`src/rtl/ras_predict.sv`:
```
// Return-address stack for fetch-stage `ret` target prediction, with a circular store,
// sticky overflow/underflow flags and a pointer checkpoint for jXX mispredict recovery.
module ras_predict #(
   parameter int unsigned ADDR_W = 64,
   parameter int unsigned DEPTH  = 8,
   parameter int unsigned PTR_W  = $clog2(DEPTH)
) (
   input  logic              clk,
   input  logic              reset,
   input  logic              push_en,
   input  logic [ADDR_W-1:0] push_addr,
   input  logic              pop_en,
   output logic [ADDR_W-1:0] pred_addr,
   output logic              pred_valid,
   input  logic              ckpt_en,
   input  logic              restore_en,
   output logic [PTR_W:0]    count,
   output logic              full,
   output logic              overflow,
   output logic              underflow
);

   localparam logic [PTR_W-1:0] PtrOne = PTR_W'(1);
   localparam logic [PTR_W:0]   CntOne = (PTR_W + 1)'(1);
   localparam logic [PTR_W:0]   CntMax = (PTR_W + 1)'(DEPTH);

   logic [ADDR_W-1:0] mem [DEPTH];
   logic [PTR_W-1:0]  tp_q;
   logic [PTR_W-1:0]  shadow_tp_q;
   logic [PTR_W:0]    count_q;
   logic [PTR_W:0]    shadow_count_q;
   logic              overflow_q;
   logic              underflow_q;
   logic [PTR_W-1:0]  top_idx;
   logic              empty;

   // tp points at the next free slot, so the top entry sits one below it (mod DEPTH).
   assign top_idx    = tp_q - PtrOne;
   assign empty      = (count_q == '0);
   assign pred_addr  = mem[top_idx];
   assign pred_valid = !empty;
   assign full       = (count_q == CntMax);
   assign count      = count_q;
   assign overflow   = overflow_q;
   assign underflow  = underflow_q;

   always_ff @(posedge clk) begin
      if (reset) begin
         tp_q           <= '0;
         count_q        <= '0;
         shadow_tp_q    <= '0;
         shadow_count_q <= '0;
         overflow_q     <= 1'b0;
         underflow_q    <= 1'b0;
         for (int i = 0; i < DEPTH; i++) begin
            mem[i] <= '0;
         end
      end else if (restore_en) begin
         // Memory is not rolled back; speculatively overwritten entries stay lost.
         tp_q    <= shadow_tp_q;
         count_q <= shadow_count_q;
      end else begin
         if (push_en && pop_en && !empty) begin
            mem[top_idx] <= push_addr;
         end else if (push_en) begin
            mem[tp_q] <= push_addr;
            tp_q      <= tp_q + PtrOne;
            if (full) begin
               overflow_q <= 1'b1;
            end else begin
               count_q <= count_q + CntOne;
            end
         end else if (pop_en) begin
            if (!empty) begin
               tp_q    <= top_idx;
               count_q <= count_q - CntOne;
            end else begin
               underflow_q <= 1'b1;
            end
         end
         // Snapshot takes the state as it was before this cycle's push/pop.
         if (ckpt_en) begin
            shadow_tp_q    <= tp_q;
            shadow_count_q <= count_q;
         end
      end
   end

endmodule

```
`config.mk`:
```
export PLATFORM = sky130hd
export DESIGN_NAME = ras_predict
export DESIGN_NICKNAME = d
export VERILOG_FILES = /design/src/rtl/ras_predict.sv
export SDC_FILE = /design/constraint.sdc
export NUM_CORES = 1
export LEC_CHECK = 0
export BUFFER_PORTS_ARGS = -buffer_cell sky130_fd_sc_hd__buf_2
export CORE_MARGIN = 4
export CORE_UTILIZATION = 55
export DETAILED_ROUTE_END_ITERATION = 16
export PLACE_DENSITY = 0.76
export SYNTH_ARGS = -nofsm -noshare
export SYNTH_HDL_FRONTEND = slang
export SYNTH_SLANG_ARGS = --single-unit
```
`constraint.sdc`:
```
create_clock -name clk -period 4.72 [get_ports clk]
set_input_delay 0.236 -clock clk [delete_from_list [all_inputs] [get_ports clk]]
set_output_delay 0.236 -clock clk [all_outputs]
set_load 0.005 [all_outputs]
```
# After elaboration in Yosys (flattened, before gate mapping)
# Memory sizes are Yosys's and may differ from the RTL's.
# Index checks and enable logic that the tools add are counted.
# totals
regBits	16
latch_bits	0
ramBits	512
mem_bits_ro	0
inputBits	70
output_inout_bits	72
mem_count	1
# classes
n_addsub	4
mul	0
div_mod_pow	0
n_lt_le_gt_ge	0
eq_ne	4
n_shift	0
mux	28
bitwise	3
reduce_logical	12
# memory_table
name	depth	word_bits	rd	rd_ports_with_merged_regs	write_ports	line_no	source
mem	8	64	1	0	8	27	logic [ADDR_W-1:0] mem [DEPTH];
# ops
operator	n
2-to-1 mux 64 bit	2
OR reduction 64 bit	2
2-to-1 mux 4 bit	6
2-to-1 mux 3 bit	7
2-to-1 mux 1 bit	13
AND reduction 4 bit	2
!= test 3 bit (second input constant)	2
AND reduction 5 bit	1
adder 4 x 1 -> 4 bit (second input constant)	1
equality test 4 bit (second input constant)	1
zero test 4 bit	1
subtractor 4 x 1 -> 4 bit (second input constant)	1
adder 3 x 1 -> 3 bit (second input constant)	1
NOT 1 bit	3
AND reduction 3 bit	1
nonzero test 3 bit	1
subtractor 3 x 1 -> 3 bit (second input constant)	1
logical AND 1 bit	2
!= test 2 bit (second input constant)	1
AND reduction 2 bit	1
zero test 1 bit	1

# Depth between registers and ports, before layout
# Gate-level depths: netlist (run 1).
# depth
ltp_word	10
depth_mapped	9

# Worst setup path before layout (run 1)
# Ideal clock, no wire load.
# synth_timing
path_type	register to register
start	register tp_q[1]
end	memory mem[5][0], enable pin
arrival_time_ns	4.568
required_time_ns	4.221
setup_slack_ns	-0.348
path_stages_with_launch	9
path_buffers	2
period_less_slack_ns	5.068
cell_sequence	dfxtp_1 inv_1 ha_1 buf_2 inv_1 nor4_1 a41oi_2 buf_4 o21bai_1
# synth_rtl
item	line_no	source
start, declared	28	logic [PTR_W-1:0] tp_q;
start signal, assigned	60	tp_q <= shadow_tp_q;
start signal, assigned	67	tp_q <= tp_q + PtrOne;
start signal, assigned	75	tp_q <= top_idx;
end, declared	27	

# Worst setup path after layout (run 1)
# layout_timing
start	register tp_q[1]
end	output pred_addr[4]
# layout_via
elab_chain_len	2
# layout_lines
item	line_no	source
subtractor 3 x 1 -> 3 bit	38	assign top_idx = tp_q - PtrOne;
memory (8 x 64 bit)	-	
end, declared	13	output logic [ADDR_W-1:0] pred_addr,
# No other way between the ends.

==> impl_metrics.env, run 1 <==
export IMPL_cts_resized=0
export IMPL_reg2reg_setup_slack_ps=820
export IMPL_die_x_um=212.7
export IMPL_clock_latency_ps=590
export IMPL_period_share_pct=82.95
export IMPL_cp_start_kind="flop"
export IMPL_globalplace_congestion=0.7709
export IMPL_placed_cell_area_um2=24190
export IMPL_clock_power_share_pct=35.3
export IMPL_layout_commonest_cell="nor2_1"
export IMPL_mappedNetlistNets=1729
export IMPL_intPower_mw=8.002
export IMPL_finalHoldViolCount=0
export IMPL_arrival_ps=3680
export IMPL_io_pins=142
export IMPL_row_count=74
export IMPL_finalCoreUtilization_pct=62.57
export IMPL_via_per_inst=5.996
export IMPL_fill_cells=2998
export IMPL_path_clk_slew_ps=60
export IMPL_nets=1841
export IMPL_route_detailed_wl_per_inst_um=23.35
export IMPL_p_sw_share_pct=25.21
export IMPL_h_tree_depth=2
export IMPL_ys_seq_area_share_pct=68.13
export IMPL_clock_skew_ps=14.64
export IMPL_holdPathEnd="underflow"
export IMPL_cp_required_ps=4480
export IMPL_cts_tree="done"
export IMPL_min_path_cells=3
export IMPL_antenna_found_initial=0
export IMPL_slew_headroom_pct=21.24
export IMPL_grtUsageTotal_pct=24.41
export IMPL_timing_fmax_ghz=0.2554
export IMPL_port_buffers=141
export IMPL_grt_max_degree=65
export IMPL_drv_slew=0
export IMPL_routed_wl_mm=54.56
export IMPL_period_needed_ps=3915
export IMPL_syn_area_per_cell_um2=13.93
export IMPL_hold_path_class="input pin to flop"
export IMPL_vdd_drop_max_uv=269.9
export IMPL_regToRegStartpoint="tp_q[1]"
export IMPL_worstHoldStart="pop_en"
export IMPL_ys_ff_latch=528
export IMPL_hpwl_mm=28.19
export IMPL_synth_distinct_cells=39
export IMPL_ff2ff_path_depth=8
export IMPL_cts_buffers=52
export IMPL_pwr_share_comb_pct=14.2
export IMPL_status="complete, no violations"
export IMPL_synthCells=1654
export IMPL_final_cell_mix="nor2_1 (530), edfxtp_1 (512), nand2_1 (261)"
export IMPL_die_y_um=212.7
export IMPL_cts_buffer_depth=3
export IMPL_initial_core_util_pct=56.04
export IMPL_tightest_slew_ps=1177
export IMPL_grt_pass1_vias=14400
export IMPL_crit_type="flop to output port"
export IMPL_tns_ps=0
export IMPL_drtIter0Drc=1420
export IMPL_layout_drive_gt1_share_pct=21.45
export IMPL_ant_nets=0
export IMPL_dieArea_um2=45220
export IMPL_crit_fanout=56
export IMPL_dr_pass1_iters=5
export IMPL_holdWs_ps=78.08
export IMPL_grt_setup_unrepaired="false"
export IMPL_cts_root_buf="clkbuf_16"
export IMPL_core_region_area_um2=41110
export IMPL_grt_pass1_wl_mm=83.10
export IMPL_setup_viol=0
export IMPL_syn_area_um2=23040
export IMPL_overflow=0
export IMPL_p_per_area_nw_per_um2=416.0
export IMPL_drc=0
export IMPL_max_cap_viol_count=0
export IMPL_vias=14010
export IMPL_p_leak_nw=9.101
export IMPL_syn2layout_area_growth_pct=11.66
export IMPL_rr_endpoint="mem[1][21]"
export IMPL_cts_num_sinks=528
export IMPL_cp_end_kind="output port"
export IMPL_synth_warnings=0
export IMPL_power_frac_seq_pct=50.5
export IMPL_p_sw_mw=2.698
export IMPL_fin_area_um2=25720
export IMPL_n_antenna_cell=0
## how the worst max path moves through the flow
stage	start	to	slack [ps]
after floorplan	tp_q[1]	mem[5][0]	1020
after global placement	tp_q[1]	mem[2][56]	950
after detailed placement	tp_q[1]	mem[1][21]	870
after CTS	tp_q[1]	pred_addr[4]	790
after global routing	tp_q[0]	pred_addr[37]	600
final	tp_q[1]	pred_addr[4]	800
## power groups by stage
stage	logic (mW)	clock network [mW]	registers, mW
4_1_cts	1.53	3.81	5.41
3_5_place_dp	1.52	0	5.51
3_3_place_gp	1.51	0	5.49
2_1_floorplan	0.976	0	5.49
6_report	1.52	3.77	5.41
5_1_grt	1.63	4.01	5.43
## synth_stat cells
cell	instances	area, µm²
clkinv_1	1	3.750
a211oi_1	2	15.01
o21bai_1	9	67.56
nand2_1	261	979.7
o41ai_4	1	27.53
or3_1	1	6.260
buf_4	9	67.56
edfxtp_1	512	15370
nand2b_1	2	12.51
and2_1	1	6.260
nor3b_1	2	15.01
fa_1	1	20.02
a211o_1	2	17.52
xor2_1	3	26.28
nor3_1	6	30.03
a21oi_1	4	20.02
nor2_1	531	1993
inv_1	6	22.52
a21o_1	1	7.510
o311a_1	1	10.01
o21ai_0	1	5.000
nor4_1	9	56.30
xnor2_1	6	52.55
a31oi_1	5	31.28
dfxtp_1	16	320.3
clkbuf_1	30	112.6
nand3_1	1	5.000
mux4_2	128	2883
buf_1	10	37.54
mux2i_1	10	100.1
a41oi_1	2	17.52
nor2b_1	3	18.77
or2_2	1	6.260
a41oi_2	3	48.80
buf_2	32	160.2
buf_6	35	394.1
o31ai_1	1	7.510
ha_1	4	50.05
nand3b_1	1	7.510
## timing repair
item	in CTS	in global routing
endpoints found under the hold margin	1	0
hold buffers	1	0
buffers inserted	0	0
## per-layer routing
layer	global-route usage (%)	part of all wire (%)	wire, µm	up-vias
met5	0	0	0	-
li1	-	-	-	6146
met4	5.642	2.1	1142	0
met3	4.672	10	5492	90
met2	41.52	51	27660	708
met1	33.41	37	20260	7062
## kinds of logic after synthesis
| logic type | after synthesis | share of synthesized area [%] |
|---|---|---|
| muxes | 138 | 12.95 |
| adders and majority gates | 5 | 0.3042 |
| xor gates and xnor gates | 9 | 0.3422 |
| buffers and inverters | 123 | 3.465 |
| AOI/OAI and AO/OA | 32 | 1.195 |
| and+or+nand+nor | 819 | 13.62 |
| DFF | 528 | 68.13 |
## worst max-delay path, cell delays in order (launching register included)
cell and delay [ps]:
dfxtp_1 510, inv_1 320, ha_4 660, buf_4 770
mux4_2 410, nand2_1 90, nand2_1 140, buf_2 160
## sequential cells by signal (all words and copies together) (netlist names)
register / cells
tp_q: 3
mem: 512
shadow_count_q: 4
underflow: 1
shadow_tp_q: 3
overflow: 1
count: 4
## final cells by class
type / instances / area (µm²) / share of cell area [%]
tap: 532 / 665.6 / 2.588
clock buffer: 66 / 1375 / 5.346
inverter: 7 / 26.28 / 0.1021
timing repair buffer: 174 / 1018 / 3.960
clock inverter: 26 / 145.1 / 0.5643
multi-input combinational: 1003 / 6793 / 26.41
sequential: 528 / 15700 / 61.03
## stage by stage
stage	cells	worst slack (ps)	power (mW)
4_1_cts	2336	793.2	10.75
3_5_place_dp	2243	870.1	7.028
5_1_grt	2336	604.4	11.07
3_3_place_gp	2243	954.5	6.996
6_report	2336	804.9	10.70
2_1_floorplan	1654	1023	6.465
Power figures use the tool's default switching activity.
==> run 2: changes to the inputs <==
- ABC_AREA: unset -> 1
- CORE_UTILIZATION: 55 -> 56
- PLACE_DENSITY: 0.76 -> 0.77
- clock period: 4.72 -> 3.4 ns (I/O delays scaled with it)
==> run 2 against run 1 <==
Via count increased by 32%. Synthesized cell count increased by 38%. Final area increased by 13%. Clock-buffer cell count increased by 5. Combinational power increased to 3.0 times the previous value. Highest routed layer unchanged.
==> impl_metrics.env, run 2 <==
export IMPL_status="complete, no violations"
export IMPL_multi_input_area_um2=9234
export IMPL_synth_distinct_cells=32
export IMPL_slew_headroom_pct=23.59
export IMPL_cts_num_sinks=528
export IMPL_hold_path_class="input pin to flop"
export IMPL_synthTopCellsByCount="edfxtp_1 (512), nor3_2 (423), nor2_1 (282)"
export IMPL_largest_reg_flops=512
export IMPL_antenna_found_initial=0
export IMPL_async_flop_share_pct=0
export IMPL_grt_pass1_wl_mm=103.0
export IMPL_top_register="mem"
export IMPL_initial_core_util_pct=56.68
export IMPL_row_count=79
export IMPL_cp_end_kind="output port"
export IMPL_cts_buffer_depth=3
export IMPL_vdd_drop_max_uv=553.7
export IMPL_mappedNetlistNets=2365
export IMPL_rr_endpoint="mem[2][44]"
export IMPL_port_buffers=141
export IMPL_holdPathEnd="overflow"
export IMPL_p_leak_nw=9.482
export IMPL_io_pins=142
export IMPL_grt_pass1_vias=18550
export IMPL_vias=18450
export IMPL_cts_tree="done"
export IMPL_syn2layout_area_growth_pct=9.673
export IMPL_route_detailed_wl_per_inst_um=22.30
export IMPL_path_clk_slew_ps=60
export IMPL_dr_pass1_iters=5
export IMPL_syn_area_per_cell_um2=11.52
export IMPL_synth_most_common_cell="edfxtp_1"
export IMPL_stdcell_count=2975
export IMPL_ys_ff_latch=528
export IMPL_synth_edf_count=512
export IMPL_crit_fanout=75
export IMPL_max_stage_delay_ps=570
export IMPL_crit_type="flop to output port"
export IMPL_critPathSlowestCell="dfxtp_4"
export IMPL_worstHoldStart="pop_en"
export IMPL_clock_latency_ps=600
export IMPL_synthCells=2290
export IMPL_grt_max_degree=131
export IMPL_via_per_inst=6.202
export IMPL_final_cell_mix="edfxtp_1 (512), nor3_2 (423), nor2_1 (282)"
export IMPL_drtIter0Drc=1938
export IMPL_ff2ff_path_depth=8
export IMPL_globalplace_congestion=0.8016
export IMPL_ys_seq_area_share_pct=59.48
export IMPL_layout_drive_gt1_share_pct=29.81
export IMPL_min_path_cells=4
export IMPL_finalHoldViolCount=0
export IMPL_n_antenna_cell=0
export IMPL_regToRegStartpoint="tp_q[0]"
export IMPL_grtUsageTotal_pct=25.65
export IMPL_period_needed_ps=3098
export IMPL_cp_common_cell="nand2_1"
export IMPL_cp_start_kind="flop"
export IMPL_synth_warnings=0
export IMPL_core_region_area_um2=46560
export IMPL_arrival_ps=2930
export IMPL_drc=0
export IMPL_p_per_area_nw_per_um2=612.3
export IMPL_syn_area_um2=26390
export IMPL_fill_cells=3596
export IMPL_nets=2400
export IMPL_placed_cell_area_um2=27190
export IMPL_setup_viol=0
export IMPL_yosys_top_cells_area="edfxtp_1 (58%), nor3_2 (16%), o21ai_0 (5.3%)"
export IMPL_ant_nets=0
export IMPL_max_cap_viol_count=0
export IMPL_netlist_area_leader_share_pct=58.26
export IMPL_grt_setup_unrepaired="false"
export IMPL_reg2reg_setup_slack_ps=650
export IMPL_drv_slew=0
export IMPL_clock_skew_ps=18.07
export IMPL_die_x_um=225.1
export IMPL_h_tree_depth=2
export IMPL_numPlacedInstances=2870
export IMPL_routed_wl_mm=66.35
export IMPL_layout_commonest_cell="edfxtp_1"
export IMPL_seqCellArea_um2=15700
export IMPL_hpwl_mm=32.85
export IMPL_dieArea_um2=50660
export IMPL_fin_area_um2=28940
export IMPL_path_cells="inv_6 -> ha_4 -> buf_8 -> o21ai_0 -> o22ai_1 -> nand2_1 -> nand2_1 -> buf_2"
export IMPL_die_y_um=225.1
export IMPL_overflow=0
export IMPL_synth_top_cell_by_area="edfxtp_1"
export IMPL_cp_required_ps=3230
export IMPL_tightest_slew_ps=1146
export IMPL_synth_main_ff_cell="edfxtp_1"
export IMPL_period_share_pct=91.13
export IMPL_cts_buffers=55
export IMPL_cts_root_buf="clkbuf_16"
export IMPL_timing_fmax_ghz=0.3228
==> run 2: cell types whose count changed in the layout (fill, tap and decap cells not counted), moves of 7 or more <==
| cell | change |
|---|---|
| nor2_1 | -248 |
| o21ai_0 | +268 |
| mux2i_1 | -10 |
| nand3_1 | +8 |
| inv_1 | +7 |
| nor3_2 | +423 |
| clkinv_1 | +64 |
| mux4_2 | -128 |
| nand2_1 | -38 |
| nor3_1 | +83 |
| o21ai_4 | +8 |
| o22ai_1 | +128 |
| o21bai_4 | -8 |
| nor4_1 | -9 |
==> run 2: kinds of logic (layout without fill, tap and decap cells) <==
logic type	count (synthesis)	after routing	share of synthesized area, %
XOR/XNOR	3	3	0.09959
AND/OR/NAND/NOR	1039	1039	25.44
AO/OA/AOI/OAI	420	420	8.597
adder cells (fa/ha/maj)	5	5	0.2655
buffers and inverters	295	373	6.117
flip-flops	528	528	59.48
==> run 2: power breakdown <==
group | total (mW) | switching, mW | leakage [nW] | internal (mW)
Combinational | 4.51 | 3.37 | 3.26 | 1.14
Sequential | 7.61 | 0.116 | 5.42 | 7.50
Clock | 5.60 | 2.44 | 0.802 | 3.16
Total | 17.7 | 5.92 | 9.48 | 11.8
==> run 2: area by class of cell <==
type                    count  area share (%)
repair buffers            192           4.453
multi-input cells        1467           31.91
well taps                 607           2.624
inverters                  81           1.072
clock inverters            29          0.6615
clock buffers              71           5.037
flip-flops and latches    528           54.25
==> run 2: worst max-delay path by stage <==
stage,to,from
finish,pred_addr[54],tp_q[0]
global route,pred_addr[13],tp_q[0]
CTS,pred_addr[34],tp_q[0]
detailed placement,pred_addr[55],tp_q[0]
global placement,pred_addr[55],tp_q[0]
floorplan,mem[2][0],tp_q[0]
==> run 2: routing by layer <==
metal  part of all wire [%]  track usage [%]  wire length (µm)
met4                    2.8            8.360              1865
met3                    7.8            3.934              5177
met1                     39            33.41             25930
met2                     50            44.47             33380
met5                      0                0                 0
==> run 2: metrics by stage <==
stage               total power [mW]  setup TNS [ps]  worst slack [ps]  hold WS [ps]  utilization [%]
detailed placement             12.14               0             525.3         424.3            58.41
CTS                            17.69               0             18.33         27.32            62.02
global placement               12.06               0             568.0         421.8            58.41
finish                         17.72               0             301.7         48.02            62.16
global route                   18.43               0             119.7         51.40            62.16
floorplan                      10.68          -67850            -530.1         242.4                -
==> run 2: timing repair <==
action | CTS | global route
setup endpoints to repair | 35 | 64
buffers inserted | 0 | 1
pin swaps | 0 | 0
resized for setup | 1 | 7
endpoints found under the hold margin | 4 | 0
gates cloned | 0 | 1
hold buffers | 3 | 0
==> run 2: worst max-delay path, delay by kind of cell, from the launching register on <==
family	cells	cell delay [ps]
flip-flops	1	570
AND/OR/NAND/NOR	2	180
AO/OA/AOI/OAI	2	490
adder cells (fa/ha/maj)	1	340
buffers and inverters	3	720
